## config.mk

```make
export PLATFORM = sky130hd
export DESIGN_NAME = matching_unit
export DESIGN_NICKNAME = d
export VERILOG_FILES = /design/src/rtl/matching_unit_pkg.sv /design/src/rtl/matching_store.sv /design/src/rtl/matching_unit.sv
export SDC_FILE = /design/constraint.sdc
export NUM_CORES = 1
export LEC_CHECK = 0
export CORE_UTILIZATION = 55
export DETAILED_ROUTE_END_ITERATION = 12
export PLACE_DENSITY = 0.75
export SLEW_MARGIN = 40
export SYNTH_ARGS = -nofsm -noshare
export SYNTH_HDL_FRONTEND = slang
export SYNTH_SLANG_ARGS = --single-unit
```

## constraint.sdc

```tcl
create_clock -name CLK -period 20.8 [get_ports CLK]
set_input_delay 4.16 -clock CLK [delete_from_list [all_inputs] [get_ports CLK]]
set_output_delay 4.16 -clock CLK [all_outputs]
set_load 0.02 [all_outputs]
```

## src/rtl/matching_unit_pkg.sv

```systemverilog
// Shared encodings, packet layouts and packet construction helpers for the matching unit.
// The optional MATCHING_UNIT_STATS_EN build adds statistics counters in matching_unit.
package matching_unit_pkg;

    localparam int DEST_OPTION_W = 3;
    localparam int ADDR_W        = 16;
    localparam int COLOR_W       = 16;
    localparam int DATA_W        = 32;

    localparam logic [DEST_OPTION_W-1:0] DEST_OPTION_NOP   = 3'd0;
    localparam logic [DEST_OPTION_W-1:0] DEST_OPTION_ONE   = 3'd1;
    localparam logic [DEST_OPTION_W-1:0] DEST_OPTION_LEFT  = 3'd2;
    localparam logic [DEST_OPTION_W-1:0] DEST_OPTION_RIGHT = 3'd3;

    localparam int PACKET_REQUEST_WIDTH = DEST_OPTION_W + ADDR_W + COLOR_W + 2 * DATA_W;
    localparam int MATCHED_PACKET_WIDTH = ADDR_W + COLOR_W + 2 * DATA_W;

    // Request layout: {dest_option, dest_addr, color, data1, data2}
    localparam int PR_DATA2_LSB = 0;
    localparam int PR_DATA1_LSB = PR_DATA2_LSB + DATA_W;
    localparam int PR_COLOR_LSB = PR_DATA1_LSB + DATA_W;
    localparam int PR_ADDR_LSB  = PR_COLOR_LSB + COLOR_W;
    localparam int PR_OPT_LSB   = PR_ADDR_LSB + ADDR_W;

    typedef enum logic [1:0] {
        S_IDLE,
        S_MATCH,
        S_SEND
    } state_t;

    function automatic logic [PACKET_REQUEST_WIDTH-1:0] make_packet_request(
        input logic [DEST_OPTION_W-1:0] opt,
        input logic [ADDR_W-1:0]        addr,
        input logic [COLOR_W-1:0]       color,
        input logic [DATA_W-1:0]        data1,
        input logic [DATA_W-1:0]        data2
    );
        return {opt, addr, color, data1, data2};
    endfunction

    function automatic logic [MATCHED_PACKET_WIDTH-1:0] make_matched_packet(
        input logic [ADDR_W-1:0]  addr,
        input logic [COLOR_W-1:0] color,
        input logic [DATA_W-1:0]  left,
        input logic [DATA_W-1:0]  right
    );
        return {addr, color, left, right};
    endfunction

endpackage

```

## src/rtl/matching_store.sv

```systemverilog
// Matching-store entry array: parallel tag compare with lowest-index hit select,
// lowest-index free-slot select, insert/invalidate enables and live occupancy count.
module matching_store
    import matching_unit_pkg::*;
#(
    parameter int DEPTH = 8,
    parameter int IDX_W = 3
) (
    input  logic               clk,
    input  logic               rst,
    input  logic [ADDR_W-1:0]  addr,
    input  logic [COLOR_W-1:0] color,
    input  logic               side,
    input  logic [DATA_W-1:0]  data,
    input  logic               insert,
    input  logic               invalidate,
    output logic               hit,
    output logic [DATA_W-1:0]  hit_data,
    output logic               free,
    output logic [IDX_W:0]     occupancy
);

    logic [DEPTH-1:0]   valid;
    logic [ADDR_W-1:0]  entry_addr  [DEPTH];
    logic [COLOR_W-1:0] entry_color [DEPTH];
    logic               entry_side  [DEPTH];
    logic [DATA_W-1:0]  entry_data  [DEPTH];

    logic [IDX_W-1:0]   hit_idx;
    logic [IDX_W-1:0]   free_idx;

    // Scanning from the top down lets the lowest matching index overwrite the rest.
    always_comb begin
        hit       = 1'b0;
        hit_idx   = '0;
        free      = 1'b0;
        free_idx  = '0;
        occupancy = '0;
        for (int i = DEPTH - 1; i >= 0; i--) begin
            if (valid[i] && entry_addr[i] == addr && entry_color[i] == color &&
                entry_side[i] != side) begin
                hit     = 1'b1;
                hit_idx = IDX_W'(i);
            end
            if (!valid[i]) begin
                free     = 1'b1;
                free_idx = IDX_W'(i);
            end
            occupancy = occupancy + (IDX_W + 1)'(valid[i]);
        end
    end

    assign hit_data = entry_data[hit_idx];

    always_ff @(posedge clk) begin
        if (rst) begin
            valid <= '0;
        end else begin
            if (invalidate && hit) begin
                valid[hit_idx] <= 1'b0;
            end
            if (insert && free) begin
                valid[free_idx] <= 1'b1;
            end
        end
    end

    always_ff @(posedge clk) begin
        if (insert && free) begin
            entry_addr[free_idx]  <= addr;
            entry_color[free_idx] <= color;
            entry_side[free_idx]  <= side;
            entry_data[free_idx]  <= data;
        end
    end

endmodule

```

## src/rtl/matching_unit.sv

```systemverilog
// Pairs LEFT/RIGHT operands sharing a (dest_addr, color) tag; ONE requests bypass the store.
// Defining MATCHING_UNIT_STATS_EN adds saturating HIT/MISS/ONE counters.
module matching_unit
    import matching_unit_pkg::*;
#(
    parameter int DEPTH = 8,
    parameter int IDX_W = 3
) (
    input  logic                            CLK,
    input  logic                            RST,
    input  logic                            RECEIVE_PR_VALID,
    input  logic [PACKET_REQUEST_WIDTH-1:0] RECEIVE_PR_DATA,
    output logic                            RECEIVE_PR_READY,
    output logic                            SEND_MP_VALID,
    output logic [MATCHED_PACKET_WIDTH-1:0] SEND_MP_DATA,
    input  logic                            SEND_MP_READY,
    output logic [IDX_W:0]                  OCCUPANCY,
    output logic                            OVERFLOW
`ifdef MATCHING_UNIT_STATS_EN
    ,
    output logic [31:0]                     HIT_COUNT,
    output logic [31:0]                     MISS_COUNT,
    output logic [31:0]                     ONE_COUNT
`endif
);

    state_t state;
    state_t next_state;

    logic [PACKET_REQUEST_WIDTH-1:0] req_r;
    logic                            ready_r;
    logic                            valid_r;
    logic                            overflow_r;
    logic [MATCHED_PACKET_WIDTH-1:0] mp_data_r;

    logic [DEST_OPTION_W-1:0] req_opt;
    logic [ADDR_W-1:0]        req_addr;
    logic [COLOR_W-1:0]       req_color;
    logic [DATA_W-1:0]        req_data1;
    logic [DATA_W-1:0]        req_data2;
    logic                     req_side;
    logic                     req_pair;

    logic                     hit;
    logic [DATA_W-1:0]        hit_data;
    logic                     free;

    logic                            load_out;
    logic [MATCHED_PACKET_WIDTH-1:0] out_next;
    logic                            do_insert;
    logic                            do_invalidate;
    logic                            set_overflow;

    assign req_opt   = req_r[PR_OPT_LSB   +: DEST_OPTION_W];
    assign req_addr  = req_r[PR_ADDR_LSB  +: ADDR_W];
    assign req_color = req_r[PR_COLOR_LSB +: COLOR_W];
    assign req_data1 = req_r[PR_DATA1_LSB +: DATA_W];
    assign req_data2 = req_r[PR_DATA2_LSB +: DATA_W];
    assign req_side  = (req_opt == DEST_OPTION_RIGHT);
    assign req_pair  = (req_opt == DEST_OPTION_LEFT) || (req_opt == DEST_OPTION_RIGHT);

    matching_store #(
        .DEPTH (DEPTH),
        .IDX_W (IDX_W)
    ) u_store (
        .clk        (CLK),
        .rst        (RST),
        .addr       (req_addr),
        .color      (req_color),
        .side       (req_side),
        .data       (req_data1),
        .insert     (do_insert),
        .invalidate (do_invalidate),
        .hit        (hit),
        .hit_data   (hit_data),
        .free       (free),
        .occupancy  (OCCUPANCY)
    );

    always_ff @(posedge CLK) begin
        if (RST) begin
            state <= S_IDLE;
        end else begin
            state <= next_state;
        end
    end

    always_comb begin
        next_state    = state;
        load_out      = 1'b0;
        out_next      = '0;
        do_insert     = 1'b0;
        do_invalidate = 1'b0;
        set_overflow  = 1'b0;
        case (state)
            S_IDLE: begin
                if (RECEIVE_PR_VALID && ready_r) begin
                    next_state = S_MATCH;
                end
            end
            S_MATCH: begin
                next_state = S_IDLE;
                if (req_opt == DEST_OPTION_ONE) begin
                    load_out   = 1'b1;
                    out_next   = make_matched_packet(req_addr, req_color, req_data1, req_data2);
                    next_state = S_SEND;
                end else if (req_pair) begin
                    if (hit) begin
                        load_out      = 1'b1;
                        do_invalidate = 1'b1;
                        next_state    = S_SEND;
                        out_next      = req_side
                            ? make_matched_packet(req_addr, req_color, hit_data, req_data1)
                            : make_matched_packet(req_addr, req_color, req_data1, hit_data);
                    end else if (free) begin
                        do_insert = 1'b1;
                    end else begin
                        set_overflow = 1'b1;
                    end
                end
            end
            S_SEND: begin
                if (SEND_MP_READY) begin
                    next_state = S_IDLE;
                end
            end
            default: next_state = S_IDLE;
        endcase
    end

    always_ff @(posedge CLK) begin
        if (RECEIVE_PR_VALID && ready_r) begin
            req_r <= RECEIVE_PR_DATA;
        end
    end

    // Handshake flags are registered from next_state so they drop to zero on the reset edge.
    always_ff @(posedge CLK) begin
        if (RST) begin
            ready_r    <= 1'b0;
            valid_r    <= 1'b0;
            mp_data_r  <= '0;
            overflow_r <= 1'b0;
        end else begin
            ready_r <= (next_state == S_IDLE);
            valid_r <= (next_state == S_SEND);
            if (load_out) begin
                mp_data_r <= out_next;
            end
            if (set_overflow) begin
                overflow_r <= 1'b1;
            end
        end
    end

    assign RECEIVE_PR_READY = ready_r;
    assign SEND_MP_VALID    = valid_r;
    assign SEND_MP_DATA     = mp_data_r;
    assign OVERFLOW         = overflow_r;

`ifdef MATCHING_UNIT_STATS_EN
    logic [31:0] hit_count_r;
    logic [31:0] miss_count_r;
    logic [31:0] one_count_r;
    logic        hit_evt;
    logic        miss_evt;
    logic        one_evt;

    function automatic logic [31:0] sat_inc(input logic [31:0] value);
        return (value == 32'hFFFF_FFFF) ? value : value + 32'd1;
    endfunction

    assign hit_evt  = (state == S_MATCH) && req_pair && hit;
    assign miss_evt = (state == S_MATCH) && req_pair && !hit;
    assign one_evt  = (state == S_MATCH) && (req_opt == DEST_OPTION_ONE);

    always_ff @(posedge CLK) begin
        if (RST) begin
            hit_count_r  <= '0;
            miss_count_r <= '0;
            one_count_r  <= '0;
        end else begin
            if (hit_evt) begin
                hit_count_r <= sat_inc(hit_count_r);
            end
            if (miss_evt) begin
                miss_count_r <= sat_inc(miss_count_r);
            end
            if (one_evt) begin
                one_count_r <= sat_inc(one_count_r);
            end
        end
    end

    assign HIT_COUNT  = hit_count_r;
    assign MISS_COUNT = miss_count_r;
    assign ONE_COUNT  = one_count_r;
`endif

endmodule

```

==> results of run 1 <==
[registers in the layout (all words and copies together) (netlist names), 2 cells and up]
name                 count
u_store.entry_color    128
u_store.valid            8
state                    2
u_store.entry_data     256
SEND_MP_DATA            96
u_store.entry_addr     128
u_store.entry_side       8
req_r                   99
[tightest hold or removal path: cells and delay by family, from the launching register on]
kind            cells  cell delay, ps
flops               1             310
compound gates      1              50
simple gates        1              50
[metal layers]
layer / up-vias / GRT usage
li1: 8854 / -
met1: 10000 / 0.364
met2: 1083 / 0.477
met3: 213 / 0.0533
met4: 2 / 0.144
met5: - / 0
[power by group through the flow]
stage,Combinational (W),Clock [W],Sequential (W)
final,0.000113,0.00134,0.00160
after global routing,0.000119,0.00141,0.00160
after CTS,0.000111,0.00135,0.00160
after detailed placement,0.000110,0,0.00163
after global placement,0.000107,0,0.00163
after floorplan,0.0000529,0,0.00163
[through the flow]
stage                     instance area [um2]  total power (W)  utilization
after floorplan                         30600          0.00169            -
final                                   36200          0.00305        0.657
after global routing                    36200          0.00313        0.657
after detailed placement                33700          0.00174        0.611
after global placement                  33600          0.00174        0.609
after CTS                               36100          0.00307        0.656
[cell families after synthesis]
family,after synthesis
AND/OR/NAND/NOR,576
flip-flops,728
XOR/XNOR,261
AO/OA/AOI/OAI,330
multiplexers,62
adder cells (fa/ha/maj),8
buffers and inverters,318
[cells in the final DEF, fill, tap and decap left out, drive strengths merged, types with 5 or more instances in the layout]
cell type and n:
a21o 14, a31oi 5, nand3b 30, o21ai 47, and2 29, clkinv 27, nor4bb 5, nor4 30
xnor2 244, a21oi 84, nand2 159, nand3 30, nor4b 6, nor2 94, a21boi 16, clkdlybuf4s50 204
mux2i 61, o41ai 16, dfxtp 109, o22ai 6, nor3 24, edfxtp 619, nor2b 9, a31o 16
a222oi 58, a221o 26, xor2 17, buf 62, a2bb2oi 14, clkbuf 105, inv 202, nand4 105
nand2b 38
[layout make-up]
cell class	instances	area [um2]	share of cell area
Tap cell	748	936	0.0259
Clock inverter	35	264	0.00730
Clock buffer	105	2220	0.0613
Multi-Input combinational cell	1237	8660	0.239
Sequential cell	728	20800	0.574
Timing Repair Buffer	266	2600	0.0717
Inverter	197	742	0.0205
Antenna cell	1	2.50	0.0000692
[worst min-delay path by stage]
stage                                  start                            end  slack, ps
5_1_grt        SEND_MP_DATA[92]$_SDFFE_PP0P_  SEND_MP_DATA[92]$_SDFFE_PP0P_        470
2_1_floorplan            state[0]$_SDFF_PP0_            state[0]$_SDFF_PP0_        430
3_3_place_gp   SEND_MP_DATA[88]$_SDFFE_PP0P_  SEND_MP_DATA[88]$_SDFFE_PP0P_        440
6_report       SEND_MP_DATA[65]$_SDFFE_PP0P_  SEND_MP_DATA[65]$_SDFFE_PP0P_        450
3_5_place_dp   SEND_MP_DATA[65]$_SDFFE_PP0P_  SEND_MP_DATA[65]$_SDFFE_PP0P_        450
4_1_cts        SEND_MP_DATA[65]$_SDFFE_PP0P_  SEND_MP_DATA[65]$_SDFFE_PP0P_        450
==> run_results.csv, run 1 <==
group,metric,value,unit
sta,tns,0,ps
sta,setup_slack,12730,ps
routing,finalWirelength,80800,um
yosys,synth_edf_count,619,
floorplan,core.rowCount,86,
sta,period_share,0.388,
setup_path,worst-path-stages,10,
setup_path,crit_path_end_kind,"primary output",
setup_path,reg2reg_depth,11,
setup_path,crit_end,"OCCUPANCY[1]",
floorplan,io_pins,206,
setup_path,r2r-start,"req_r[96]$_DFFE_PP_",
setup_path,path_class,"reg -> out",
layout,drive_gt1_frac,0.0829,
setup_path,critPathLaunchType,"register",
routing,vias_per_cell,6.08,
clock_tree,clock-sinks,728,
sta,finalCriticalPeriod,8080,ps
layout,areaGrowthSynthToFinish,18.1,%
yosys,synth-compound-area-share,0.0815,
yosys,ys_seq_area_frac,0.678,
sta,rsz0062_at_grt,"no",
sta,tightest_slew,851,ps
yosys,ys_ff_latch,728,
yosys,ys_top_cells_by_area,"edfxtp_1 (61%), dfxtp_1 (7.1%), xnor2_1 (7.0%), inv_1 (2.4%), nand4_1 (2.1%)",
floorplan,die_area,56700,um2
yosys,postSynthCellCount,2283,
routing,dr.max_layer_used,"met5",
setup_path,cp_slowest_cell,"clkdlybuf4s50_1",
floorplan,coreArea,55100,um2
power,internal_power,0.00242,W
routing,vias,20200,
power,seq_power_share,0.525,
status,outcome,"finished clean",
yosys,syn_nets,2394,
clock_tree,cts_buffer_depth,3,
sta,skew,18.7,ps
setup_path,arrival,3910,ps
layout,stdcell_count,3317,
sta,setup_viol,0,
sta,holdWs,452,ps
setup_path,max_stage_delay,590,ps
flow_run,maxCapViolCount,0,
sta,relSlewSlack,0.431,
clock_tree,cts_made_buffers,76,
yosys,ys_types,68,
yosys,synth_common_cells,"edfxtp_1 (619), xnor2_1 (244), inv_1 (197)",
yosys,synth.most_common_cell,"edfxtp_1",
setup_path,cp_max_fo,4,
global_routing,grt_pass1_wl,121000,um
global_routing,grt_pass1_vias,20500,
yosys,synthAdderAreaFrac,0.00425,
sta,max_freq,124,MHz
yosys,synth-simple-area-share,0.0985,
yosys,synth_area_per_cell,13.4,um2
yosys,synth.mux.area_fraction,0.0203,
placement,gp_congestion,0.946,
sta,finalMaxSlewViolations,0,
sta,timing_hold_violations_final,0,
power,power.leakage,12.1,nW
power,power.density,84.4,nW/um2
setup_path,cp_top_family,"adder cells",
routing,wl_met2,38900,um
clock_tree,root_buffer,"clkbuf_16",
min_path,hold_class,"reg -> reg",
power,power.switching,0.000634,W
clock_tree,clk_latency,630,ps
layout,nNetsFinal,2617,
routing,drt-met1-wl,31200,um
setup_path,reg2reg_to,"u_store.entry_data[6][7]$_DFFE_PP_",
power,p_sw_frac,0.208,
yosys,synthesis.area,30600,um2
global_routing,grt_start_max_net_pins,84,
routing,antenna_left,0,
global_routing,overflow,0,
clock_tree,postCtsSetupRepairBufs,0,
routing,drt_pre_antenna_iters,7,
routing,first_iter_violations,2544,
placement,hpwl,48300,um
power,clkPwrFrac,0.438,
clock_tree,clk_pin_slew,60,ps
min_path,hold_path_depth,2,
setup_path,cp.required,16640,ps
clock_tree,cts_hold_buf,0,
layout,nFillCells,3916,
global_routing,antenna_found_initial,2,
floorplan,start_util,0.556,
routing,drc,0,
global_routing,grt_usage,0.288,
routing,wl_per_cell,24.4,um
clock_tree,h-tree-depth,3,
setup_path,critPathLaunch,"u_store.valid[7]$_SDFF_PP0_",
yosys,synthArstFlopShare,0,
clock_tree,post_cts_resized,0,
yosys,synth_xor_area_frac,0.0746,
setup_path,crit_buf_inv,5,
yosys,synth_top_area_cell,"edfxtp_1",
power,vdd_drop_max,0.0681,mV
floorplan,fp.dieH,238,um
floorplan,die_w,238,um
yosys,synthFlopType,"edfxtp_1",
placement,port_buffers,205,
placement,placedCellCount,3175,
routing,dr_wl_met3,7140,um
setup_path,r2r_setup_slack,15500,ps
yosys,synth_top_family_by_area,"simple AND/OR/NAND/NOR gates",
power,combPwrFrac,0.037,
placement,dp_slack,13370,ps
yosys,ys.warnings.count,0,
yosys,yosys.area.top_type_share,0.607,
clock_tree,cts_tree,"built",
setup_path,path_cells,"inv_1 -> ha_1 -> fa_1 -> fa_1 -> inv_1 -> fa_1 -> inv_1 -> fa_1 -> inv_1 -> clkdlybuf4s50_1",
(Power assumes the default switching activity.)
==> run 2, diff against run 1 <==
- CORE_UTILIZATION: 55 -> 53
- PLACE_DENSITY: 0.75 -> 0.76
- clock period: 20.8 -> 6.5 ns (I/O delays scaled with it)
==> run_results.csv, run 2 (synthesized netlist as in run 1, its figures left out) <==
group,metric,value,unit
routing,drt_pre_antenna_iters,8,
layout,antenna_cells,0,
sta,holdWs,450,ps
setup_path,crit_buf_inv,5,
setup_path,critPathLaunchType,"register",
global_routing,grt_pass1_vias,19900,
global_routing,grt_start_max_net_pins,78,
clock_tree,h-tree-depth,3,
min_path,hold_class,"reg -> reg",
clock_tree,clk_pin_slew,70,ps
routing,first_iter_violations,2437,
routing,finalWirelength,82900,um
sta,relSlewSlack,0.398,
sta,finalMaxSlewViolations,0,
clock_tree,cts_buffer_depth,3,
clock_tree,clk_latency,620,ps
clock_tree,clock-sinks,728,
global_routing,grt_pass1_wl,123000,um
setup_path,cp_slowest_cell,"clkdlybuf4s50_1",
routing,wl_per_cell,24.9,um
setup_path,cp_top_family,"adder cells",
clock_tree,cts_tree,"built",
routing,antenna_left,0,
sta,setup_viol,0,
floorplan,die_w,242,um
sta,tightest_slew,903,ps
floorplan,core.rowCount,87,
placement,dp_slack,1490,ps
setup_path,critPathLaunch,"u_store.valid[7]$_SDFF_PP0_",
routing,drc,0,
layout,drive_gt1_frac,0.0851,
clock_tree,post_cts_resized,0,
power,power.leakage,12.1,nW
status,outcome,"finished clean",
routing,vias_per_cell,6.09,
layout,nNetsFinal,2630,
setup_path,path_class,"reg -> out",
sta,timing_hold_violations_final,0,
placement,gp_congestion,0.946,
layout,regMostFlops,"u_store.entry_data",
flow_run,maxCapViolCount,0,
setup_path,crit_path_end_kind,"primary output",
setup_path,max_stage_delay,590,ps
placement,hpwl,52900,um
setup_path,cp.required,5200,ps
sta,max_freq,187,MHz
layout,final_util,0.639,
floorplan,start_util,0.540,
global_routing,antenna_found_initial,1,
clock_tree,root_buffer,"clkbuf_16",
layout,largest_register_ffs,256,
routing,vias,20300,
clock_tree,cts_made_buffers,74,
sta,skew,38.5,ps
floorplan,fp.dieH,242,um
global_routing,grt_usage,0.280,
floorplan,die_area,58800,um2
sta,rsz0062_at_grt,"no",
clock_tree,postCtsSetupRepairBufs,0,
sta,finalCriticalPeriod,5350,ps
layout,final_common_cell,"edfxtp_1",
setup_path,cp_max_fo,4,
setup_path,r2r-start,"req_r[97]$_DFFE_PP_",
power,finalPower,0.00959,W
floorplan,coreArea,56700,um2
sta,period_share,0.823,
clock_tree,cts_hold_buf,0,
layout,areaGrowthSynthToFinish,18.2,%
setup_path,arrival,4050,ps
sta,setup_slack,1150,ps
global_routing,overflow,0,
placement,port_buffers,205,
sta,tns,0,ps
power,vdd_drop_max,0.211,mV
min_path,hold_start,"SEND_MP_DATA[79]$_SDFFE_PP0P_",
layout,final_cell_mix,"edfxtp_1 (619), xnor2_1 (244), clkdlybuf4s50_1 (204)",
layout,top_regs,"u_store.entry_data x256, u_store.entry_addr x128, u_store.entry_color x128",
power,power.density,265,nW/um2
floorplan,io_pins,206,
setup_path,path_cells,"inv_1 -> ha_1 -> fa_1 -> fa_1 -> inv_1 -> fa_1 -> inv_1 -> fa_1 -> inv_1 -> clkdlybuf4s50_1",
## run 2: worst min-delay path, stage by stage (launching register included)
cell,delay [ps]
dfxtp_1,310
nand2_1,50
a21oi_1,50
## run 2: metrics by stage
stage               instance area [um2]  cells
CTS                               36200   3326
global placement                  33700   3182
global route                      36200   3330
floorplan                         30600   2283
detailed placement                33900   3195
finish                            36200   3330
## run 2: cell type report
cell class	count	area, um2
flip-flops and latches	728	20800
well taps	756	946
fillers	4107	20500
repair buffers	281	2790
clock inverters	29	229
multi-input cells	1237	8650
clock buffers	102	2080
inverters	197	744
## run 2: power by group
group / internal (W) / switching [W] / total (W)
Clock: 0.00236 / 0.00173 / 0.00408
Sequential: 0.00509 / 0.0000719 / 0.00516
Combinational: 0.000148 / 0.000193 / 0.000341
Total: 0.00760 / 0.00199 / 0.00959
## run 2: routing by layer
| layer | share of wire | global-route usage | vias up | routed length (um) |
|---|---|---|---|---|
| li1 | - | - | 8862 | - |
| met1 | 0.39 | 0.375 | 10100 | 32500 |
| met2 | 0.48 | 0.456 | 1192 | 39800 |
| met3 | 0.094 | 0.0490 | 166 | 7780 |
| met4 | 0.033 | 0.110 | 0 | 2770 |
| met5 | 0 | 0 | - | 0 |
## run 2: worst paths after layout
path                                              to  slack (ps)  cells after the start
setup / recovery                        OCCUPANCY[1]        1150                     10
hold / removal         SEND_MP_DATA[79]$_SDFFE_PP0P_         450                      2
hold reg to reg        SEND_MP_DATA[79]$_SDFFE_PP0P_         450                      2
setup reg to reg  u_store.entry_data[6][5]$_DFFE_PP_        1320                     11
